<file path="src/rtl/jt10_adpcmb_fetch.sv">
// ADPCM-B sample fetch: two-byte prefetch buffer between the ADPCM-B address
// counter and the shared ROM port, handing one 4-bit code to the decoder per cen.
module jt10_adpcmb_fetch #(
    parameter int AW = 24
) (
    input  logic          clk,
    input  logic          rst,
    input  logic          cen,
    input  logic [AW-1:0] addr,
    input  logic          nibble_sel,
    input  logic          chon,
    input  logic          restart,
    output logic [AW-1:0] rom_addr,
    output logic          rom_cs,
    input  logic [7:0]    rom_data,
    input  logic          rom_ok,
    output logic [3:0]    data_nib,
    output logic          data_valid,
    output logic          underrun,
    input  logic          clr_underrun
);

    // state | meaning
    // IDLE  | decide whether the current or the next byte needs fetching
    // REQ   | rom_cs high, rom_addr held until rom_ok
    // GAP   | one idle cycle between requests
    typedef enum logic [1:0] {IDLE, REQ, GAP} state_t;

    state_t        st, st_nx;

    logic [AW-1:0] cur_tag, nxt_tag;
    logic [7:0]    cur_byte, nxt_byte;
    logic          cur_v, nxt_v;
    logic          target_nxt;

    logic [AW-1:0] nxt_addr;
    logic          flush, cur_match, promote, capture;
    logic          issue_cur, issue_nxt, und_set;

    assign nxt_addr  = addr + AW'(1);
    assign flush     = !chon || restart;
    assign cur_match = cur_v && (cur_tag == addr);
    assign promote   = (cur_tag != addr) && nxt_v && (nxt_tag == addr);
    assign capture   = (st == REQ) && rom_ok;
    assign und_set   = cen && !(chon && cur_match) && chon && !restart;

    always_comb begin
        st_nx     = st;
        issue_cur = 1'b0;
        issue_nxt = 1'b0;
        case (st)
            IDLE: begin
                if (!flush && !cur_match && !promote)
                    issue_cur = 1'b1;
                else if (!flush && cur_match && (!nxt_v || nxt_tag != nxt_addr))
                    issue_nxt = 1'b1;
                if (issue_cur || issue_nxt)
                    st_nx = REQ;
            end
            REQ:     if (rom_ok) st_nx = GAP;
            GAP:     st_nx = IDLE;
            default: st_nx = IDLE;
        endcase
    end

    always_ff @(posedge clk) begin
        if (rst) begin
            st         <= IDLE;
            rom_addr   <= '0;
            rom_cs     <= 1'b0;
            target_nxt <= 1'b0;
            cur_tag    <= '0;
            cur_byte   <= '0;
            cur_v      <= 1'b0;
            nxt_tag    <= '0;
            nxt_byte   <= '0;
            nxt_v      <= 1'b0;
            data_nib   <= '0;
            data_valid <= 1'b0;
            underrun   <= 1'b0;
        end else begin
            st <= st_nx;

            if (issue_cur) begin
                rom_addr   <= addr;
                target_nxt <= 1'b0;
                rom_cs     <= 1'b1;
            end else if (issue_nxt) begin
                rom_addr   <= nxt_addr;
                target_nxt <= 1'b1;
                rom_cs     <= 1'b1;
            end
            if (capture)
                rom_cs <= 1'b0;

            if (promote) begin
                cur_tag  <= nxt_tag;
                cur_byte <= nxt_byte;
                cur_v    <= nxt_v;
                nxt_v    <= 1'b0;
            end

            // a returning byte overrides promotion for the slot it targets
            if (capture) begin
                if (target_nxt) begin
                    nxt_tag  <= rom_addr;
                    nxt_byte <= rom_data;
                    nxt_v    <= !flush;
                end else begin
                    cur_tag  <= rom_addr;
                    cur_byte <= rom_data;
                    cur_v    <= !flush;
                end
            end

            if (flush) begin
                cur_v <= 1'b0;
                nxt_v <= 1'b0;
            end

            if (cen) begin
                if (chon && cur_match) begin
                    data_nib   <= nibble_sel ? cur_byte[3:0] : cur_byte[7:4];
                    data_valid <= 1'b1;
                end else begin
                    data_nib   <= '0;
                    data_valid <= 1'b0;
                end
            end

            if (clr_underrun)
                underrun <= 1'b0;
            if (und_set)
                underrun <= 1'b1;
        end
    end

endmodule

</file>
<file path="config.mk">
export PLATFORM = sky130hd
export DESIGN_NAME = jt10_adpcmb_fetch
export DESIGN_NICKNAME = d
export VERILOG_FILES = /design/src/rtl/jt10_adpcmb_fetch.sv
export SDC_FILE = /design/constraint.sdc
export NUM_CORES = 1
export LEC_CHECK = 0
export CAP_MARGIN = 20
export CORE_ASPECT_RATIO = 1.2
export CORE_MARGIN = 4
export CORE_UTILIZATION = 50
export DETAILED_ROUTE_END_ITERATION = 10
export PLACE_DENSITY = 0.73
export SYNTH_ARGS = -nofsm -noshare
export SYNTH_HDL_FRONTEND = slang
export SYNTH_SLANG_ARGS = --single-unit
</file>
<file path="constraint.sdc">
create_clock -name clk -period 3.2 [get_ports clk]
set_clock_uncertainty 0.15 [all_clocks]
set_input_delay 0.64 -clock clk [delete_from_list [all_inputs] [get_ports clk]]
set_output_delay 0.64 -clock clk [all_outputs]
set_load 0.005 [all_outputs]
</file>
# [Word-level counts from Yosys, hierarchy flattened]
# Cells that the tools add are included.
[op_classes] add_sub_neg=1 mul=0 div_mod_pow=0 magnitude_cmp=0 n_eq_ne=7 n_shift=0 mux=31 n_bitwise=0 reduce_logical=30
[ops] op="$mux W24" n=5
[ops] op="$eq A24 B24 Y1" n=2
[ops] op="$ne A24 B24 Y1" n=2
[ops] op="$add A24 B1 Y24 const B" n=1
[ops] op="$mux W8" n=3
[ops] op="$mux W1" n=18
[ops] op="$logic_and A1 B1 Y1" n=12
[ops] op="$mux W4" n=2
[ops] op="$logic_not A1 Y1" n=7
[ops] op="$reduce_or A2 Y1" n=3
[ops] op="$mux W2" n=2
[ops] op="$ne A2 B2 Y1 const B" n=2
[ops] op="$pmux W2 S2" n=1
[ops] op="$reduce_and A2 Y1" n=2
[ops] op="$reduce_bool A2 Y1" n=2
[ops] op="$logic_or A1 B1 Y1" n=3
[ops] op="$eq A2 B1 Y1 const B" n=1
[ops] op="$logic_not A2 Y1" n=1
[word_totals] reg_bits=100 latch_bits=0 mem_bits_rw=0 mem_bits_ro=0 input_bits=40 out_inout_bits=31 elab_cells=82 memories=0

# [Depth between registers and ports, before layout]
[depth] word_depth=11 depth_mapped=12 depth_no_buf=9

# [Worst setup path after synthesis]
# Ideal clock, no wire load.
[synth_path] kind="in2reg" startpoint="input port addr[2]" endpoint="register rom_addr[12]" setup_ns=0.142 arrival_ns=2.674 required_ns=2.908 slack_ns=0.235 cell_stages=12 n_path_buf=4 path_cell_list="buf_2 > and4_1 > buf_2 > nand3_2 > nor4b_1 > mux2i_1 > nand4_1 > nand4bb_1 > buf_4 > buf_4 > a21oi_1 > a211oi_2"
[synth_between] elab_chain_len=9 word_cells_on_any_way=25 classes_between="add/sub: 1; eq/ne: 4; mux: 9; reduce/logical: 11"
[synth_rtl] item="from (decl)" line="9" text="input logic [AW-1:0] addr,"
[synth_rtl] item="$add A24 B1 Y24, or another cell as far along" line="40" text="assign nxt_addr = addr + AW'(1);"
[synth_rtl] item="$ne A24 B24 Y1, or another cell as far along" line="55" text="else if (!flush && cur_match && (!nxt_v || nxt_tag != nxt_addr))"
[synth_rtl] item="$logic_or A1 B1 Y1, or another cell as far along" line="55"
[synth_rtl] item="$logic_and A1 B1 Y1, or another cell as far along" line="55"
[synth_rtl] item="$mux W1 or $logic_and A1 B1 Y1 (tied branches)" line="55, 53"
[synth_rtl] item="$mux W1" line="53" text="if (!flush && !cur_match && !promote)"
[synth_rtl] item="$mux W1 (2 in series)" line="51" text="case (st)"
[synth_rtl] item="$reduce_bool A2 Y1 (no source line) or $mux W24 (tied branches)"
[synth_rtl] item="to (signal assigned)" line="85" text="rom_addr <= addr;"
[synth_rtl] item="to (signal assigned)" line="89" text="rom_addr <= nxt_addr;"
[synth_rtl] item="to (decl)" line="13" text="output logic [AW-1:0] rom_addr,"
# Several ways; a longest one is shown, not always the timed one. The select of a mux whose other input is x is not followed.
# A chain may end at the register's enable or synchronous reset.

# [Final worst setup path]
[layout_path] startpoint="input port addr[19]" endpoint="register rom_addr[8]"
# The elaborated chain is that of the path after synthesis.

==> flow_summary.json <==
{
  "status": "completed",
  "hold_start": "nxt_byte[2]",
  "start_util_pct": 51.74,
  "max-slew-margin-rel_pct": 53.18,
  "postRouteAntennaNets": 0,
  "drt_pass1_iterations": 7,
  "total_power_mw": 3.046,
  "clock_latency_ns": 0.35,
  "dr_total_vias": 5769,
  "grt.total_usage_pct": 28.11,
  "ys_warn_count": 0,
  "dp_hpwl_mm": 13.50,
  "cts_buffer_depth": 2,
  "worstSetupStartpoint": "addr[19]",
  "period_share_pct": 97.36,
  "cp_cell_sequence": "clkdlybuf4s50_1, and4_4, nand4_1, or4_4, a221oi_4, and4bb_1, nor2_2, buf_6, a211oi_2",
  "peakVddDrop_uv": 263.7,
  "path_clk_slew_ns": 0.07,
  "crit_path_end_kind": "register",
  "worstPathRequired_ns": 3.30,
  "worstMarginPinSlew_ns": 0.7023,
  "die_h_um": 125.6,
  "core_um2": 11140,
  "num_io_pins": 71,
  "async_flop_share_pct": 0,
  "worstSetupPathType": "input port to register",
  "syn_avg_cell_area_um2": 8.578,
  "synth_edf_count": 0,
  "htreeDepth": 3,
  "hp-class": "register to register",
  "synth_seq_cells": 100,
  "grt_pass1_vias": 5804,
  "areaGrowthSynthToFinish_pct": 37.16,
  "wl_per_cell_um": 19.37,
  "startpoint_type": "input port",
  "fmax_mhz": 321.0,
  "grt_overflow": 0,
  "drc": 0,
  "yosys-top-cells-count": "dfxtp_1 (100), nand2_1 (81), a21oi_1 (69)",
  "nets": 860,
  "vias_per_cell": 5.905,
  "whs_ns": 0.3046,
  "synth_area_leaders": "dfxtp_1 (35%), xnor2_1 (10%), mux2i_1 (6.1%)",
  "fin_area_um2": 7906,
  "die-area_um2": 13320,
  "report.final.slew_viol_count": 0,
  "drv_cap": 0,
  "finalSetupViolCount": 0,
  "cts_sinks": 100,
  "rsz0062_at_grt": "no",
  "setup_ws_ns": 0.08458,
  "synth_most_common_cell": "dfxtp_1",
  "critPathArrivalTime_ns": 3.22,
  "cts_buffers": 9,
  "antenna_found_initial": 0,
  "cp_slowest_stage_delay_ns": 0.53,
  "yosys.area.top_type_share_pct": 34.73,
  "power.density_nw_per_um2": 385.2,
  "synth.distinct_cells": 62,
  "synth_ff_type": "dfxtp_1",
  "synth_cells": 672,
  "hold_viol_final": 0,
  "drive_gt1_share_pct": 26.25,
  "syn-cell-area_um2": 5764,
  "cp_slowest_cell": "clkdlybuf4s50_1",
  "p_leak_nw": 3.184,
  "final.setup.tns_ns": 0,
  "place_congestion": 0.9920,
  "grt_max_degree": 55,
  "rows": 42,
  "fin_crit_ns": 3.115,
  "ys_seq_area_share_pct": 34.73,
  "yosys.area.top_type": "dfxtp_1",
  "path_max_fanout": 10,
  "dr.first_iter.drc_count": 450,
  "post-place-ws_ns": -0.5584,
  "die_w_um": 106.0,
  "cts_tree": "done",
  "cts_root_buf": "clkbuf_16",
  "n_antenna_cell": 0,
  "place_area_um2": 7313,
  "rr_startpoint": "nxt_tag[8]",
  "syn-num-nets": 713,
  "numPortBuffers": 70,
  "wirelength_mm": 18.92,
  "grt_pass1_wl_mm": 30.15
}
==> per-layer routing <==
layer / vias to the layer above / part of all wire, % / GRT usage, %
li1: 2696 / - / -
met1: 2799 / 41 / 34.78
met2: 226 / 50 / 48.72
met3: 48 / 5.9 / 4.708
met5: - / 0 / 0
met4: 0 / 2.9 / 10.98
==> final cells by class <==
| type | instances | area [um2] |
|---|---|---|
| Clock buffer | 9 | 225.2 |
| Clock inverter | 6 | 97.59 |
| Fill cell | 891 | 3234 |
| Inverter | 6 | 22.52 |
| Multi-Input combinational cell | 506 | 3647 |
| Sequential cell | 100 | 2002 |
| Tap cell | 154 | 192.7 |
| Timing Repair Buffer | 196 | 1719 |
==> sequential cells by signal, indices dropped and copies added, names as in the netlist <==
signal	flops
st	2
cur_v	1
cur_tag	24
underrun	1
rom_cs	1
nxt_tag	24
target_nxt	1
data_valid	1
rom_addr	24
nxt_v	1
cur_byte	8
data_nib	4
nxt_byte	8
==> power breakdown <==
group          switching (mW)  internal [mW]  leakage [nW]
Sequential             0.0399           1.29         0.812
Clock                   0.504          0.692         0.152
Combinational           0.260          0.264          2.22
Total                   0.804           2.24          3.18
==> cell families (layout without fill, tap and decap cells) <==
family,count (synthesis),after routing,share of synthesized area [%]
flip-flops,100,100,34.73
adder cells (fa/ha/maj),1,1,0.2170
multiplexers,39,39,6.859
XOR/XNOR,79,79,12.00
AO/OA/AOI/OAI,156,156,18.93
AND/OR/NAND/NOR,230,231,21.42
buffers and inverters,67,217,5.839
==> placed cells by master, fill, tap and decap left out, types with 6 or more instances in the layout <==
master,count
dlymetal6s2s_1,12
clkdlybuf4s50_1,48
nand4_1,19
nand3_1,7
nor2_1,50
xnor2_2,6
dfxtp_1,100
xor2_1,12
nor3_1,9
a211oi_2,19
mux2i_1,35
a211oi_1,36
nand2_1,79
clkbuf_16,9
a21oi_1,65
buf_4,120
inv_1,6
xnor2_1,61
==> stage by stage <==
step | utilization (%) | std cells
CTS | 69.74 | 975
finish | 70.97 | 977
floorplan | - | 672
detailed placement | 65.64 | 957
global placement | 65.64 | 957
global route | 70.97 | 977
==> worst paths after layout <==
path / slack, ns / depth (start not counted) / end
worst min register to register: 0.30 / 2 / nxt_byte[2]
worst min-delay path: 0.30 / 2 / nxt_byte[2]
worst max register to register: 0.45 / 9 / rom_addr[19]
worst max-delay path: 0.08 / 9 / rom_addr[8]
==> worst max-delay path, delay by kind of cell <==
family                 cells  cell delay [ns]
buffers and inverters      2             0.69
and+or+nand+nor            5             1.30
AOI/OAI and AO/OA          2             0.59
==> what timing repair did <==
| item | CTS | global route |
|---|---|---|
| setup endpoints to repair | 42 | 33 |
| buffers inserted | 3 | 1 |
| resized for setup | 32 | 36 |
| hold buffers | 0 | 0 |
| pin swaps | 7 | 11 |
| cloned | 0 | 1 |
Power figures use the tool's default switching activity.
